--- src/rtl/hazard_forwarder.sv ---
// Load-use stall and registered forwarding-select generator for the 5-stage core.
// Keeps a registered shadow of the EX/MEM/WB decode and computes selects one stage ahead.
module hazard_forwarder #(
    parameter int DATA_WIDTH = 32,
    parameter int NUM_RS     = 2
) (
    input  logic                  clk_i,
    input  logic                  rst_ni,
    input  logic [DATA_WIDTH-1:0] id_inst_i,
    input  logic                  id_valid_i,
    input  logic                  flush_i,
    output logic                  stall_o,
    output logic                  ex_bubble_o,
    output logic [2*NUM_RS-1:0]   foward_o,
    output logic                  ex_valid_o
);

    typedef struct packed {
        logic       valid;
        logic [4:0] rd;
        logic       wren;
        logic       is_load;
    } stage_t;

    localparam stage_t BUBBLE = '0;

    stage_t              ex_q, mem_q, wb_q;
    stage_t              id_dec;
    logic [4:0]          op;
    logic [4:0]          rs [NUM_RS];
    logic [NUM_RS-1:0]   rs_used;
    logic                ex_hit;
    logic                load_use;
    logic                advance;
    logic [2*NUM_RS-1:0] fwd_d;

    // Instruction bits outside the decoded fields and the WB shadow have no consumer here.
    logic unused_bits;
    assign unused_bits = ^{id_inst_i, wb_q};

    always_comb begin
        op             = id_inst_i[6:2];
        id_dec.valid   = id_valid_i;
        id_dec.rd      = id_inst_i[11:7];
        id_dec.is_load = (op == 5'b00000);
        id_dec.wren    = id_valid_i && (id_inst_i[11:7] != 5'd0)
                         && (op != 5'b11000) && (op != 5'b01000);
        rs      = '{default: '0};
        rs_used = '0;
        for (int k = 0; k < NUM_RS; k++) begin
            if (k == 0) begin
                rs[k]      = id_inst_i[19:15];
                rs_used[k] = !(op inside {5'b01101, 5'b00101, 5'b11011});
            end else if (k == 1) begin
                rs[k]      = id_inst_i[24:20];
                rs_used[k] = (op inside {5'b01100, 5'b01000, 5'b11000});
            end else begin
                rs[k]      = id_inst_i[31:27];
                rs_used[k] = (op[4:2] == 3'b100);
            end
        end
    end

    // A load in EX cannot forward to the next consumer; only its MEM-stage successor can.
    always_comb begin
        ex_hit = 1'b0;
        fwd_d  = '0;
        for (int k = 0; k < NUM_RS; k++) begin
            if (rs_used[k]) begin
                if (ex_q.rd == rs[k]) ex_hit = 1'b1;
                fwd_d[2*k+1] = ex_q.wren && !ex_q.is_load && (ex_q.rd == rs[k]);
                fwd_d[2*k]   = mem_q.wren && (mem_q.rd == rs[k]);
            end
        end
        load_use    = ex_q.valid && ex_q.is_load && ex_q.wren && ex_hit;
        stall_o     = load_use && id_valid_i && !flush_i;
        ex_bubble_o = stall_o || flush_i;
        advance     = id_valid_i && !stall_o && !flush_i;
    end

    always_ff @(posedge clk_i or negedge rst_ni) begin
        if (!rst_ni) begin
            ex_q       <= BUBBLE;
            mem_q      <= BUBBLE;
            wb_q       <= BUBBLE;
            foward_o   <= '0;
            ex_valid_o <= 1'b0;
        end else begin
            wb_q  <= mem_q;
            mem_q <= ex_q;
            if (advance) begin
                ex_q       <= id_dec;
                foward_o   <= fwd_d;
                ex_valid_o <= 1'b1;
            end else begin
                ex_q       <= BUBBLE;
                foward_o   <= '0;
                ex_valid_o <= 1'b0;
            end
        end
    end

endmodule

--- config.mk ---
export PLATFORM = sky130hd
export DESIGN_NAME = hazard_forwarder
export DESIGN_NICKNAME = d
export VERILOG_FILES = /design/src/rtl/hazard_forwarder.sv
export SDC_FILE = /design/constraint.sdc
export NUM_CORES = 1
export LEC_CHECK = 0
export BUFFER_PORTS_ARGS = -buffer_cell sky130_fd_sc_hd__buf_2
export CORE_MARGIN = 8
export CORE_UTILIZATION = 45
export DETAILED_ROUTE_END_ITERATION = 8
export GPL_ROUTABILITY_DRIVEN = 0
export PLACE_DENSITY = 0.78
export SYNTH_ARGS = -nofsm -noshare
export SYNTH_HDL_FRONTEND = slang
export SYNTH_SLANG_ARGS = --single-unit
export TNS_END_PERCENT = 5
--- constraint.sdc ---
create_clock -name clk_i -period 2.3 [get_ports clk_i]
set_clock_uncertainty 0.15 [all_clocks]
set_input_delay 0.23 -clock clk_i [delete_from_list [all_inputs] [get_ports clk_i]]
set_output_delay 0.23 -clock clk_i [all_outputs]
set_load 0.05 [all_outputs]
==> results.txt <==
* Maximum root-to-sink buffer count: 2
- The run finished, with violations left.
- Synthesis-to-layout area growth: 46.0%
- The core region is ~2000 sq um.
* Iteration-0 DRC count of the detailed router: 12
- 0 antenna diodes ended up in the layout.
- In the synthesized netlist the async set-or-reset flop fraction comes to 100%.
* Share of the clock period used by the worst path: 100%
- Dividing the detail-routed wire length by the instance count gives about 15 um.
- Cells fill slightly below 70% of the core in the end.
- Pin count of the biggest net entering global routing: 20
- The filler cells instantiated in the layout total around 150.
- Category of the critical setup timing path: flip-flop to output port
* Total CTS buffers: 3
* Placed Area: 1100 sq um
- The number of hold violations in the final report came to 0.
- For the worst setup path, the data arrival time is 1.93 ns.
- After legalization and detailed placement, the total HPWL measured 1570 um.
- Synthesis produced 87 cells.
* Category of cells accounting for the largest share of critical-path delay: simple AND/OR/NAND/NOR gates
- Syn_area_per_cell: ~11 sq um
* Warnings from Yosys: 0
* Vias in the first global route: 852
- Crit path time final: 2.31 ns
- Portion of synthesized cell area occupied by the leading cell type: 51.9%
* Clock Pin Slew Worst Setup and Hold Paths: 0.10 ns
- Buffers placed on the I/O ports in this run total 30.
* Number of setup violations in the final report: 2
- Congestion Overflow GR: 0
* Synth Flop Type: sky130_fd_sc_hd__dfrtp_1
* Register bit total from synthesis: 19
- The die covers 3740 sq um.
- Clock latency reported for the late side of the worst-skew pair: ~0.30 ns
- The post-route netlist has 38.8% of its cells at a drive strength greater than 1.
* Worst VDD drop: 0.356 mV
- STA classifies the critical path endpoint as an output port.
* Post-route standard cell area excluding fillers: 1340 sq um
- Net count, final: ~180
* Required time at the worst-slack endpoint: approximately 1.9 ns
- Clock tree synthesis found a total of 19 sinks.
* Netlist area before placement: just over 900 sq um
- Post-Place Worst Slack: around 0.16 ns
* Maximum cell stage delay along the critical path: 0.46 ns
* CTS Root Cell: sky130_fd_sc_hd__clkbuf_4
- Total vias in the final route: 827
* PnR worst setup slack: -0.00517 ns
- Total power: 0.636 mW
- Violated checks: setup timing
* Most common cell after layout, fill and taps aside: sky130_fd_sc_hd__buf_2
* Initial standard-cell utilization of the core: 47.2%
- RSZ-0062 raised after global routing: yes
* Power density relative to cell area: between 400 and 500 nW/um^2
- In this run, synthesis inferred 0 flip-flops with an integrated enable.
* Slew margin rel.: 72.9%
- By area the synthesized netlist is led by sky130_fd_sc_hd__dfrtp_1 52%, sky130_fd_sc_hd__xor2_1 11%, sky130_fd_sc_hd__xnor2_1 8.6%.
- Remaining antenna violation count after routing: 0
- STA classifies the critical path startpoint as a flip-flop.
- Of all nets on the critical path, the largest fanout is 3.
- For this run, the register share of the synthesized area comes to 51.9%.
* Tot GR Track Use: 13.5%
* DRC errors left: 0
- Die H: 61.1 um
- 1st-pass router iterations: 4
- Actual slew at the worst max-slew pin: 0.407 ns
- Wire length of the first global-routing pass: 3710 um
- Clock tree from TritonCTS: yes
- The number of pins with negative max-slew slack in the final report came to 0.
* Final total negative setup slack: -0.00932 ns
* Horizontal die dimension: 61.1 um
* HP Class: input port to flip-flop
* Number of unique standard cell types used by synthesis: 24
- Derived from the worst setup path, the maximum achievable clock frequency is 434 MHz.
* Number of levels the H-tree was split into: 1
- The routed design has 2420 um of wire.
- Nets in the synthesized netlist: 123
- CP max stage cell: sky130_fd_sc_hd__or4_4
- Placement Rows: 16
- Using the TritonRoute via totals, the vias-per-cell ratio works out to around 5.
- Number of antenna violations at the first check in global routing: 0
- Number of maximum-capacitance constraint violations: 0
- In this run the count of I/O pins placed on the die edge is 43.
* Cell Chain, Critical Path: xnor2_1 -> nand3_1 -> or4_4 -> a21oi_2 -> and2_4 -> buf_8
- Leak pwr: 0.661 nW
- Bufs and invs on worst path: 1
* Leading area contributor after synthesis: sky130_fd_sc_hd__dfrtp_1
- The top cell types in the final layout, fill and taps aside, are 28 x sky130_fd_sc_hd__buf_2, 19 x sky130_fd_sc_hd__dfrtp_1, 10 x sky130_fd_sc_hd__xor2_1, 10 x sky130_fd_sc_hd__nor2_1.
==> path summary, 6_finish.rpt <==
kind	start	to	slack (ns)	cells after the start
setup / recovery	ex_q[2]	stall_o	-0.005	6
hold / removal	id_inst_i[2]	ex_q[0]	0.06	4
setup reg to reg	ex_q[2]	foward_o[1]	0.13	12
hold reg to reg	ex_q[1]	mem_q[1]	0.31	0
max in group asynchronous	rst_ni	foward_o[2]	1.48	2
min in group asynchronous	rst_ni	ex_q[3]	0.24	2
==> area by class of cell <==
type                            instances  area, sq um  area share [%]
Clock buffer                            4         26.3            1.96
Multi-Input combinational cell         66          448            33.5
Sequential cell                        19          475            35.5
Tap cell                               27         33.8            2.53
Timing Repair Buffer                   50          354            26.5
==> state kept, by name, indices dropped and copies added (netlist names) <==
signal / count
foward_o: 4
mem_q: 6
ex_valid_o: 1
ex_q: 8
==> logic make-up after synthesis <==
logic type,synth area share [%]
xor+xnor,19.1
buf+inv,1.64
flops,51.9
simple gates,24.5
compound gates,2.87
==> synth_stat cells, types with 2 or more instances <==
cell,n
sky130_fd_sc_hd__xnor2_1,9
sky130_fd_sc_hd__nand3b_1,2
sky130_fd_sc_hd__xor2_1,11
sky130_fd_sc_hd__nand4_1,3
sky130_fd_sc_hd__nand2_1,7
sky130_fd_sc_hd__dfrtp_1,19
sky130_fd_sc_hd__and2b_1,2
sky130_fd_sc_hd__nor3_1,5
sky130_fd_sc_hd__nand3_1,5
sky130_fd_sc_hd__nor2_1,10
==> through the flow <==
stage,cells,hold WS (ns)
finish,166,0.0631
detailed placement,144,0.0288
global placement,144,0.0276
global route,166,0.0872
CTS,166,0.0654
floorplan,87,-0.216
==> metal layers <==
layer / vias up / track usage, % / wire length, um
li1: 400 / - / -
met2: 30 / 23.0 / 1180
met5: - / 0 / 0
met1: 387 / 14.8 / 980
met4: 0 / 7.97 / 98
met3: 10 / 3.34 / 157
==> worst min-delay path, stage by stage <==
cell	delay [ns]
sky130_fd_sc_hd__buf_2	0.09
sky130_fd_sc_hd__nor2_1	0.05
sky130_fd_sc_hd__nand3_1	0.07
sky130_fd_sc_hd__nor2_1	0.04
==> timing repair <==
action                     CTS  global route
hold endpoints to repair    24             0
setup buffers               12             0
hold buffers                 6             0
pin swaps                    9             3
gates resized for setup      4            11
setup endpoints to repair    2             3
==> power breakdown <==
| group | internal (mW) | leakage, nW | switching (mW) |
|---|---|---|---|
| Sequential | 0.344 | 0.256 | 0.00843 |
| Combinational | 0.0592 | 0.390 | 0.0575 |
| Clock | 0.0676 | 0.0150 | 0.0984 |
| Total | 0.471 | 0.661 | 0.164 |
(Power assumes the default switching activity.)
